## src/rtl/bram_read_arbiter.sv

```systemverilog
// ---------------------------------------------------------------------------
// bram_read_arbiter
// Shares one BRAM read port among NUM_CLIENTS requesters with round-robin
// fairness. Each issued read pushes the issuing client's index into an
// in-order tag FIFO; the head tag steers the BRAM response back to the
// client that asked for it. Request and response paths are combinational,
// so the arbiter adds no cycles of latency on either side.
// ---------------------------------------------------------------------------
module bram_read_arbiter #(
    parameter int ADDR_WIDTH  = 1,
    parameter int DATA_WIDTH  = 1,
    parameter int NUM_CLIENTS = 4,
    parameter int IDX_WIDTH   = 2,
    parameter int TAG_DEPTH   = 2
) (
    input  logic                              CLK,
    input  logic                              RST_N,
    input  logic [NUM_CLIENTS-1:0]            REQ_VALID,
    input  logic [NUM_CLIENTS*ADDR_WIDTH-1:0] REQ_ADDR,
    output logic [NUM_CLIENTS-1:0]            REQ_GNT,
    output logic [DATA_WIDTH-1:0]             RESP_DATA,
    output logic [NUM_CLIENTS-1:0]            RESP_RDY,
    input  logic [NUM_CLIENTS-1:0]            RESP_EN,
    output logic [ADDR_WIDTH-1:0]             BRAM_RD_ADDR,
    output logic                              BRAM_RD_EN,
    input  logic                              BRAM_RD_RDY,
    input  logic [DATA_WIDTH-1:0]             BRAM_DOUT,
    input  logic                              BRAM_DOUT_RDY,
    output logic                              BRAM_DOUT_EN,
    output logic                              ERR
);

    // Pointer and occupancy widths for the tag FIFO.
    localparam int PTR_W = (TAG_DEPTH > 1) ? $clog2(TAG_DEPTH) : 1;
    localparam int CNT_W = $clog2(TAG_DEPTH + 1);

    // Round-robin pointer: index of the most recently granted client.
    logic [IDX_WIDTH-1:0] r_last;

    // Tag FIFO storage and bookkeeping.
    logic [IDX_WIDTH-1:0] r_tag_mem [TAG_DEPTH];
    logic [PTR_W-1:0]     r_wr_ptr;
    logic [PTR_W-1:0]     r_rd_ptr;
    logic [CNT_W-1:0]     r_count;

    // Sticky protocol error flag.
    logic r_err;

    // Combinational arbitration results.
    logic                   w_found;
    logic [IDX_WIDTH-1:0]   w_winner;
    logic [NUM_CLIENTS-1:0] w_onehot;
    logic                   w_gnt_en;
    logic [NUM_CLIENTS-1:0] w_gnt;
    logic                   w_xfer;
    logic [ADDR_WIDTH-1:0]  w_rd_addr;

    // Combinational response-side results.
    logic                   w_empty;
    logic                   w_full;
    logic [IDX_WIDTH-1:0]   w_head_tag;
    logic                   w_dout_valid;
    logic [NUM_CLIENTS-1:0] w_resp_rdy;
    logic                   w_pop;
    logic                   w_err_evt;

    // Advance a FIFO pointer, wrapping at TAG_DEPTH (depth need not be a power of two).
    function automatic logic [PTR_W-1:0] ptr_inc(input logic [PTR_W-1:0] ptr);
        logic [PTR_W-1:0] nxt;
        if (ptr == PTR_W'(TAG_DEPTH - 1)) begin
            nxt = '0;
        end else begin
            nxt = ptr + PTR_W'(1);
        end
        return nxt;
    endfunction

    // FIFO status is derived from the registered count only, so a pop in the
    // same cycle never re-opens the grant path combinationally.
    assign w_empty  = (r_count == CNT_W'(0));
    assign w_full   = (r_count == CNT_W'(TAG_DEPTH));
    assign w_gnt_en = BRAM_RD_RDY & ~w_full;

    // Round-robin search: first requester found scanning LAST+1, LAST+2, ... modulo NUM_CLIENTS.
    always_comb begin
        w_found  = 1'b0;
        w_winner = '0;
        w_onehot = '0;
        for (int k = 1; k <= NUM_CLIENTS; k++) begin
            for (int i = 0; i < NUM_CLIENTS; i++) begin
                if (!w_found && REQ_VALID[i] &&
                    (i == ((int'(r_last) + k) % NUM_CLIENTS))) begin
                    w_found     = 1'b1;
                    w_winner    = IDX_WIDTH'(i);
                    w_onehot[i] = 1'b1;
                end else begin
                    w_found = w_found;
                end
            end
        end
    end

    // Gate the search result with BRAM credit and FIFO space.
    always_comb begin
        w_gnt  = '0;
        w_xfer = 1'b0;
        if (w_gnt_en && w_found) begin
            w_gnt  = w_onehot;
            w_xfer = 1'b1;
        end else begin
            w_gnt  = '0;
            w_xfer = 1'b0;
        end
    end

    // Steer the winning client's address onto the BRAM read port.
    always_comb begin
        w_rd_addr = '0;
        for (int i = 0; i < NUM_CLIENTS; i++) begin
            if (w_onehot[i]) begin
                w_rd_addr = REQ_ADDR[i*ADDR_WIDTH +: ADDR_WIDTH];
            end else begin
                w_rd_addr = w_rd_addr;
            end
        end
    end

    assign w_head_tag   = r_tag_mem[r_rd_ptr];
    assign w_dout_valid = BRAM_DOUT_RDY & ~w_empty;

    // Route the head response's ready to the client that issued it.
    always_comb begin
        w_resp_rdy = '0;
        for (int i = 0; i < NUM_CLIENTS; i++) begin
            if (w_dout_valid && (w_head_tag == IDX_WIDTH'(i))) begin
                w_resp_rdy[i] = 1'b1;
            end else begin
                w_resp_rdy[i] = 1'b0;
            end
        end
    end

    // A consume counts only on the owning client's lane; stray RESP_EN bits
    // and responses with no tag to match are flagged as errors.
    assign w_pop     = |(RESP_EN & w_resp_rdy);
    assign w_err_evt = (BRAM_DOUT_RDY & w_empty) | (|(RESP_EN & ~w_resp_rdy));

    assign REQ_GNT      = w_gnt;
    assign BRAM_RD_EN   = |(REQ_VALID & w_gnt);
    assign BRAM_RD_ADDR = w_rd_addr;
    assign RESP_DATA    = BRAM_DOUT;
    assign RESP_RDY     = w_resp_rdy;
    assign BRAM_DOUT_EN = w_pop;
    assign ERR          = r_err;

    // Tag FIFO write side: record the winner's index on every transfer.
    always_ff @(posedge CLK) begin
        if (!RST_N) begin
            for (int i = 0; i < TAG_DEPTH; i++) begin
                r_tag_mem[i] <= '0;
            end
            r_wr_ptr <= '0;
        end else if (w_xfer) begin
            r_tag_mem[r_wr_ptr] <= w_winner;
            r_wr_ptr            <= ptr_inc(r_wr_ptr);
        end else begin
            r_wr_ptr <= r_wr_ptr;
        end
    end

    // Tag FIFO read side: retire the head tag when its response is consumed.
    always_ff @(posedge CLK) begin
        if (!RST_N) begin
            r_rd_ptr <= '0;
        end else if (w_pop) begin
            r_rd_ptr <= ptr_inc(r_rd_ptr);
        end else begin
            r_rd_ptr <= r_rd_ptr;
        end
    end

    // Occupancy: simultaneous push and pop leave the count unchanged.
    always_ff @(posedge CLK) begin
        if (!RST_N) begin
            r_count <= '0;
        end else begin
            case ({w_xfer, w_pop})
                2'b10:   r_count <= r_count + CNT_W'(1);
                2'b01:   r_count <= r_count - CNT_W'(1);
                default: r_count <= r_count;
            endcase
        end
    end

    // Round-robin pointer: remember the last winner; reset favours client 0.
    always_ff @(posedge CLK) begin
        if (!RST_N) begin
            r_last <= IDX_WIDTH'(NUM_CLIENTS - 1);
        end else if (w_xfer) begin
            r_last <= w_winner;
        end else begin
            r_last <= r_last;
        end
    end

    // Sticky error flag, cleared only by reset.
    always_ff @(posedge CLK) begin
        if (!RST_N) begin
            r_err <= 1'b0;
        end else if (w_err_evt) begin
            r_err <= 1'b1;
        end else begin
            r_err <= r_err;
        end
    end

endmodule
```

## config.mk

```make
export PLATFORM = sky130hd
export DESIGN_NAME = bram_read_arbiter
export DESIGN_NICKNAME = d
export VERILOG_FILES = /design/src/rtl/bram_read_arbiter.sv
export SDC_FILE = /design/constraint.sdc
export NUM_CORES = 1
export LEC_CHECK = 0
export ABC_CLOCK_PERIOD_IN_PS = 3100
export CORE_AREA = 2 2 56 42
export DETAILED_ROUTE_END_ITERATION = 12
export DIE_AREA = 0 0 58 44
export GPL_TIMING_DRIVEN = 0
export PLACE_DENSITY = 0.82
export SLEW_MARGIN = 25
export SYNTH_ARGS = -nofsm -noshare
export SYNTH_HDL_FRONTEND = slang
export SYNTH_SLANG_ARGS = --single-unit
```

## constraint.sdc

```tcl
create_clock -name CLK -period 3.1 [get_ports CLK]
set_input_delay 0.93 -clock CLK [delete_from_list [all_inputs] [get_ports CLK]]
set_output_delay 0.93 -clock CLK [all_outputs]
set_load 0.01 [all_outputs]
```

-- Word level (Yosys, flattened, before mapping)
Memory sizes are Yosys's and may differ from the RTL's. A register that Yosys moved wholly into a read port is not among the register bits.
Index checks and enable logic that the tools add are counted.
- flip-flop bits (word level): 7
- memory bits (writable): 4
- memories: 1
- input bits: 17
- bitwise logic cells: 14
- eq/ne operators: 18
- add/sub/neg operators: 8
- muxes and demuxes: 68
- reductions and logical operators: 66
- memories (name ; words ; width ; rd ports ; clocked after memory_dff ; wr ports ; RTL line ; text):
    r_tag_mem ; 2 ; 2 ; 1 ; 1 ; 2 ; 41 ; logic [IDX_WIDTH-1:0] r_tag_mem [TAG_DEPTH];
- operator list (kind ; count):
    32-bit logical NOT ; 4
    1-bit 2-to-1 mux ; 51
    1-bit logical AND ; 36
    2-bit 2-to-1 mux ; 15
    3-bit equality test (first input constant) ; 8
    1-bit logical NOT ; 15
    4-bit bitwise AND ; 3
    2-bit by 3-bit equality test with 1-bit output (first input constant) ; 4
    4-bit OR reduction ; 3
    2-bit OR reduction ; 5
    2-bit equality test (second input constant) ; 4
    2-bit by 1-bit adder with 2-bit output (second input constant) ; 3
    2-bit adder (second input constant) ; 2
    1-bit bitwise AND (first input constant) ; 4
    2-bit by 1-bit equality test with 1-bit output (second input constant) ; 2
    2-bit logical NOT ; 2
    4-bit 2-to-1 mux ; 1
    4-bit inverter ; 1
    2-bit one-hot mux with 2 select lines ; 1
    1-bit bitwise AND ; 3
    1-bit adder (second input constant) ; 2
    1-bit inverter ; 2
    2-bit nonzero test ; 1
    2-bit by 1-bit subtractor with 2-bit output (second input constant) ; 1
    1-bit bitwise OR ; 1

-- Depth between registers and ports, before layout
Gate-level depths: netlist of the first run.
- word-level depth: 73
- mapped depth: 7

-- Worst setup path after synthesis of the first run
Ideal clock, no wire load.
- kind: input to output
- from: in REQ_VALID[0]
- to: out REQ_GNT[0]
- arrival time: 1776 ps
- setup slack: 394 ps
- path buffers: 0
- cell stages on the path: 4
- cell sequence: or2_1 > o311a_1 > inv_2 > nor3_1
- cells in the longest elaborated chain, start to end: 64
- elaborated cells between the ends (all ways): 67
- ends and longest elaborated chain (what ; RTL line ; text):
    start, declared ; 18 ; input logic [NUM_CLIENTS-1:0] REQ_VALID,
    1-bit logical AND ; 91 ; if (!w_found && REQ_VALID[i] &&
    1-bit 2-to-1 mux ; 91 ;
    1-bit logical NOT ; 91 ;
    1-bit logical AND (2 in series) ; 91 ;
    1-bit 2-to-1 mux ; 91 ;
    1-bit logical NOT ; 91 ;
    1-bit logical AND (2 in series) ; 91 ;
    1-bit 2-to-1 mux ; 91 ;
    [44 not listed] ; n/a ;
    1-bit logical NOT ; 91 ;
    1-bit logical AND (2 in series) ; 91 ;
    1-bit 2-to-1 mux ; 91 ;
    1-bit logical NOT ; 91 ;
    1-bit logical AND (2 in series) ; 91 ;
    1-bit 2-to-1 mux ; 91 ;
    1-bit logical AND ; 107 ; if (w_gnt_en && w_found) begin
    4-bit 2-to-1 mux (*) ; 107 ;
    end, declared ; 20 ; output logic [NUM_CLIENTS-1:0] REQ_GNT,
Every way passes the cells marked *; elsewhere a longest branch is shown, timed or not.

-- Worst setup path in the final report of the first run
- from: in REQ_VALID[3]
- to: out BRAM_RD_ADDR
- cells in the longest elaborated chain, start to end: 52
- elaborated cells between the ends (all ways): 67
- ends and longest elaborated chain (what ; RTL line ; text):
    1-bit logical AND (2 in series) ; 91 ;
    1-bit 2-to-1 mux ; 91 ;
    1-bit logical NOT ; 91 ;
    1-bit logical AND (2 in series) ; 91 ;
    1-bit 2-to-1 mux ; 91 ;
    1-bit logical NOT ; 91 ;
    1-bit logical AND (2 in series) ; 91 ;
    1-bit 2-to-1 mux ; 91 ;
    [31 not listed] ; n/a ;
    1-bit 2-to-1 mux ; 91 ;
    1-bit logical NOT ; 91 ;
    1-bit logical AND (2 in series) ; 91 ;
    1-bit 2-to-1 mux ; 91 ;
    1-bit logical NOT ; 91 ;
    1-bit logical AND (2 in series) ; 91 ;
    1-bit 2-to-1 mux ; 91 ;
    1-bit 2-to-1 mux (*) ; 120 ; if (w_onehot[i]) begin
    end, declared ; 24 ; output logic [ADDR_WIDTH-1:0] BRAM_RD_ADDR,
Marks and branches as above.

==> key figures, run 1 <==
Outcome
  • Status: complete, but fails checks
  • Failing checks: setup timing

Final layout
  • Layout cell share with drive strength beyond 1: 32.86%
  • Post-Layout Cell Count: between 150 and 200
  • Total Nets Final: approximately 160
  • Area growth syn-to-layout: 55.16%
  • Ant. Diodes: 0

CTS
  • Clk_lat worst skew: ~0.27 ns
  • Hold_buf cts: 0
  • Number of buffers created by CTS: 3
  • Clock Path Buffers: 2
  • Root buffer cell: clkbuf_4
  • Sink Count: 12
  • CTS tree: done
  • H-tree depth: 1
  • Clock transition at path regs: approximately 0.080 ns

Floorplan
  • Initial core utilization: roughly two fifths
  • Core area: between 2000 and 2500 µm²
  • Die Y-Extent: ~44 µm
  • Boundary pin count: 30
  • Width of the chip: between 50 and 60 µm
  • Cell Rows: 14
  • Die footprint: between 2000 and 3000 µm²

Yosys
  • Area leader, netlist: dfxtp_1
  • Number of synthesized flops with an enable pin: 4
  • Mapped Area: ~840 µm²
  • Ys async rst share: 0%
  • Top-count cell post-synth: nor2_1
  • Synthesized area per cell: a little under 9 µm²
  • Most frequent cells after synthesis: nor2_1 (10), dfxtp_1 (8), a21oi_1 (7)
  • Area contributors post-synth: dfxtp_1 (19%), edfxtp_1 (14%), mux2i_1 (6.0%)
  • Post-synthesis register bit count: 12
  • Sequential share of the synthesized area: between 30% and 40%
  • Cell variety after synth: between 40 and 50
  • Syn nets: roughly 110
  • Ys Warns: 0
  • Post-Synthesis Cells: 96
  • Synth top area share: about a fifth
  • Synth Flop Type: dfxtp_1

Critical path
  • Element type at the critical path start: input port
  • Critical Path AT: between 2 and 2.5 ns
  • End of the critical path: BRAM_RD_ADDR
  • Worst Path Required: 2.17 ns
  • CP startpoint: REQ_VALID[3]
  • Crit path kind: in -> out
  • CP max FO: 7
  • Setup crit end kind: output port
  • Reg2Reg Capture Point: r_count[1]$_SDFFE_PN0P_
  • FF-to-FF setup slack: approximately 0.7 ns
  • Worst R2R Path Depth: 8

Drt
  • Antenna viol nets, final: 0
  • WL per Instance: between 15 and 20 µm
  • Vias per std cell: 5.780
  • Pre-antenna DRT Iters: 4
  • Routed wire length: ~2700 µm
  • Vias: approximately 950
  • DRT iter0 DRCs: 21
  • # DRC: 0

Timing
  • Worst Tran Pin Value: slightly above 0.4 ns
  • Final TNS setup: -0.002000 ns
  • Slew HR: between 70 and 80%
  • Skew final: slightly below 0.0008 ns
  • Final min period: just over 3 ns
  • PnR worst setup slack: -0.002000 ns
  • Slew Viols, Final: 0
  • RSZ-0062 raised after global routing: true
  • Fmax: around 320 MHz
  • Final Hold Viols: 0
  • Final setup vio count: 1
  • Period utilization: 100.1%

Global routing
  • Pin count of the biggest net entering global routing: 11
  • Antenna violations before repair: 0
  • Number of global-route vias before repair: 940
  • Global Route Usage Sum: 22.78%
  • First-pass GRT wire length: roughly 4300 µm
  • GRT Residual Overflow: 0

Place
  • Routability cong.: 0.7358
  • Post-detail-place hpwl: between 1500 and 2000 µm
  • Placement Setup Slack: -0.8003 ns
  • Port Buffers: 28
  • Placed insts: 148

Hold path
  • Hold/Removal Path Class: reg -> reg
  • Hold_sp: ERR$_SDFFE_PN0P_
  • Hold depth: 1

Power
  • Peak supply drop: roughly 0.38 mV
  • Power Dens Cells: between 500 and 600 nW/µm²
  • P_leak: about 0.53 nW

Run
  • Total of max-cap violations: 0
==> area by class of cell <==
cell class | count | area, µm²
inverters | 5 | 23.77
clock buffers | 4 | 26.28
fillers | 173 | 733.2
flip-flops and latches | 12 | 280.3
multi-input cells | 77 | 585.6
plain buffers | 2 | 11.26
well taps | 24 | 30.03
repair buffers | 40 | 341.6
==> flip-flops by register name, indices dropped and copies added (netlist names), named ones only <==
register / count
r_tag_mem: 4
r_count: 2
r_last: 2
ERR: 1
r_rd_ptr: 1
r_wr_ptr: 1
==> cell families after synthesis <==
logic type,share of synthesized area (%)
AO/OA/AOI/OAI,24.66
XOR/XNOR,3.140
adder cells (fa/ha/maj),1.495
buffers and inverters,3.586
flip-flops,33.48
multiplexers,9.416
AND/OR/NAND/NOR,24.22
==> critical path: stages <==
cell	delay, ns
clkdlybuf4s15_2	0.25
a21oi_1	0.19
o211ai_1	0.12
buf_4	0.17
or2_2	0.26
o2bb2ai_1	0.11
buf_2	0.14
==> through the flow <==
step / total power, W / area [µm²] / hold WS [ns] / util, %
CTS: 0.0006863 / 1300 / 0.5100 / 63.98
global route: 0.0007458 / 1299 / 0.5218 / 63.92
detailed placement: 0.0005230 / 1147 / 0.4919 / 56.47
floorplan: 0.0004136 / 837.1 / 0.4516 / -
global placement: 0.0005084 / 1147 / 0.4640 / 56.47
finish: 0.0007052 / 1299 / 0.5140 / 63.92
==> worst min path at each step <==
stage                                        to  slack (ns)
after floorplan                       flip-flop        0.45
after CTS                 r_rd_ptr$_SDFFE_PN0N_        0.51
after detailed placement              flip-flop        0.49
after global routing                  flip-flop        0.52
final                          ERR$_SDFFE_PN0P_        0.51
after global placement    r_rd_ptr$_SDFFE_PN0N_        0.46
==> power by group <==
group,internal [W],total (W),switching [W]
combinational,0.000187,0.000358,0.000171
clock,0.0000499,0.000103,0.0000532
sequential,0.000198,0.000244,0.0000462
total,0.000435,0.000705,0.000270
==> routing by layer <==
layer / GRT usage, % / wire [µm]
met5: 0 / 0
met2: 40.68 / 1269
met1: 26.19 / 1167
met4: 8.837 / 79
met3: 5.970 / 151
==> cells in the final DEF (no fill, tap or decap), types with 3 or more instances in the layout <==
cell type        instances
o21ai_0                  3
a21oi_1                  5
mux2i_1                  5
inv_1                    4
and2_1                   3
xnor2_1                  3
buf_2                    4
clkbuf_4                 3
clkdlybuf4s15_2          3
dfxtp_1                  8
nand2b_1                 3
clkbuf_2                 6
clkdlybuf4s50_1         12
buf_4                   11
edfxtp_1                 4
nor2_1                  10
nand2_1                  4
==> timing repair <==
action,CTS,global route
buffers inserted,12,0
pin swaps,5,2
endpoints found under the hold margin,0,0
resized for setup,48,15
endpoints found under the setup margin,11,9
Note: power is estimated with default switching activity, not from simulation.
==> inputs of run 2 (changes only) <==
--- a/config.mk
+++ b/config.mk
@@ -6,12 +6,15 @@
 export NUM_CORES = 1
 export LEC_CHECK = 0
 export ABC_CLOCK_PERIOD_IN_PS = 3100
-export CORE_AREA = 2 2 56 42
+export CELL_PAD_IN_SITES_DETAIL_PLACEMENT = 2
+export CELL_PAD_IN_SITES_GLOBAL_PLACEMENT = 2
+export CORE_AREA = 2 2 73 54
 export DETAILED_ROUTE_END_ITERATION = 12
-export DIE_AREA = 0 0 58 44
+export DIE_AREA = 0 0 75 56
+export GPL_ROUTABILITY_DRIVEN = 1
 export GPL_TIMING_DRIVEN = 0
 export PLACE_DENSITY = 0.82
-export SLEW_MARGIN = 25
+export SLEW_MARGIN = 20
 export SYNTH_ARGS = -nofsm -noshare
 export SYNTH_HDL_FRONTEND = slang
 export SYNTH_SLANG_ARGS = --single-unit
==> key figures, run 2 (same netlist as run 1, synthesis figures left out) <==
Power
  • P_leak: between 0.5 and 0.6 nW
  • Power Dens Cells: roughly 560 nW/µm²
  • Peak supply drop: about 0.29 mV

Floorplan
  • Boundary pin count: 30
  • Die Y-Extent: between 50 and 60 µm
  • Core area: ~3400 µm²
  • Cell Rows: 18
  • Width of the chip: roughly 75 µm
  • Die footprint: between 4000 and 5000 µm²
  • Initial core utilization: between 20 and 25%

CTS
  • Clock transition at path regs: roughly 0.060 ns
  • Clk_lat worst skew: roughly 0.24 ns
  • H-tree depth: 1
  • Number of buffers created by CTS: 3
  • Clock Path Buffers: 2
  • Root buffer cell: clkbuf_8
  • Hold_buf cts: 0
  • CTS tree: done
  • Sink Count: 12

Final layout
  • Area growth syn-to-layout: 55.31%
  • Layout cell share with drive strength beyond 1: 26.67%
  • Final Util: a little under two fifths
  • Total Nets Final: 154
  • Biggest register: r_tag_mem
  • Largest registers: r_tag_mem (4), r_count (2), r_last (2)
  • Post-Layout Cell Count: roughly 190
  • Most frequent cells in the layout: clkdlybuf4s50_1 (12), nor2_1 (10), dfxtp_1 (8), buf_4 (8)
  • Ant. Diodes: 0
  • Max FFs per register: 4
  • Commonest non-fill, non-tap cell in the layout: clkdlybuf4s50_1

Global routing
  • Number of global-route vias before repair: 992
  • Antenna violations before repair: 0
  • GRT Residual Overflow: 0
  • Pin count of the biggest net entering global routing: 11
  • Global Route Usage Sum: between 10% and 20%
  • First-pass GRT wire length: 5050 µm

Timing
  • Slew Viols, Final: 0
  • Final min period: between 3 and 4 ns
  • Worst Tran Pin Value: between 0.3 and 0.4 ns
  • RSZ-0062 raised after global routing: false
  • Skew final: ~0.0045 ns
  • Period utilization: 98.79%
  • Final Hold Viols: 0
  • Fmax: around 330 MHz
  • Slew HR: between 70 and 80%
  • Final setup vio count: 0

Place
  • Port Buffers: 28
  • Placed insts: approximately 170
  • Post-detail-place hpwl: 2237 µm
  • Routability cong.: 0.7596

Drt
  • Pre-antenna DRT Iters: 3
  • WL per Instance: approximately 17 µm
  • Antenna viol nets, final: 0
  • Vias per std cell: 4.762
  • DRT iter0 DRCs: 12
  • # DRC: 0
  • Routed wire length: approximately 3100 µm
  • Vias: approximately 880

Critical path
  • Crit-path cells: buf_2, or2_1, o311a_4, inv_6, nor2_1, dlygate4sd2_1
  • Crit path max-delay family: buffers and inverters
  • Element type at the critical path start: input port
  • Setup crit end kind: output port
  • Worst Path Required: about 2.2 ns
  • WP buf/inv: 3
  • Critical-path top delay cell: o311a_4
  • Crit path kind: in -> out
  • Critical Path Max Stage Delay: about 0.40 ns
  • CP max FO: 7
  • Critical Path AT: between 2 and 2.5 ns

Run
  • Total of max-cap violations: 0

Outcome
  • Status: complete, no violations

Hold path
  • Hold/Removal Path Class: reg -> reg
-- run 2: cell count changes in the layout (fill, tap and decap cells not counted), sizes merged --
cell	change
buf	-6
clkinv	+1
dlygate4sd2	+3
clkbuf	-3
-- run 2: layer usage --
metal	GRT usage [%]	part of all wire [%]	up-vias
met5	0	0	-
met4	1.531	0	0
met3	3.261	3.2	0
met2	28.70	52	16
met1	20.02	45	434
li1	-	-	431
-- run 2: layout make-up --
cell class | instances | area, µm²
well taps | 50 | 62.56
plain buffers | 2 | 11.26
clock inverters | 1 | 3.754
repair buffers | 35 | 300.3
clock buffers | 3 | 41.29
flip-flops and latches | 12 | 280.3
multi-input cells | 77 | 576.8
inverters | 5 | 23.77
fillers | 405 | 2146
-- run 2: path summary, 6_finish.rpt --
| kind | from | to | slack [ns] | cells after the start |
|---|---|---|---|---|
| max | REQ_VALID[1] | REQ_GNT[1] | 0.04 | 6 |
| min | ERR$_SDFFE_PN0P_ | ERR$_SDFFE_PN0P_ | 0.49 | 1 |
| max reg2reg | flip-flop | r_count[1]$_SDFFE_PN0P_ | 0.59 | 8 |
| min reg2reg | ERR$_SDFFE_PN0P_ | ERR$_SDFFE_PN0P_ | 0.49 | 1 |
-- run 2: power by group --
group          internal (W)  switching, W
logic              0.000165      0.000170
clock network     0.0000874     0.0000593
registers          0.000199     0.0000512
-- run 2: worst register-to-register path, cell delays in order, from the launching register on --
cell and delay, ns:
dfxtp_1 0.44, mux2i_2 0.38, o211ai_1 0.20, buf_4 0.19, o22ai_4 0.14, buf_4 0.16, ha_1 0.27, or3_1 0.40
a21boi_0 0.22
-- run 2: through the flow --
step / hold slack (ns) / power, W / TNS (ns) / area [µm²] / worst slack [ns]
global route: 0.5105 / 0.0007764 / 0 / 1300 / 0.004089
finish: 0.4941 / 0.0007315 / 0 / 1300 / 0.03752
CTS: 0.4950 / 0.0007255 / -0.1599 / 1303 / -0.1599
floorplan: 0.4516 / 0.0004136 / 0 / 837.1 / 0.3943
global placement: 0.4645 / 0.0005163 / -5.683 / 1180 / -0.8236
detailed placement: 0.4817 / 0.0005408 / -6.202 / 1180 / -0.8597
-- run 2: repair_timing --
action / 4_1_cts / 5_1_grt
resized for setup: 43 / 13
buffers inserted: 7 / 0
pin swaps: 6 / 0
setup endpoints to repair: 11 / 8
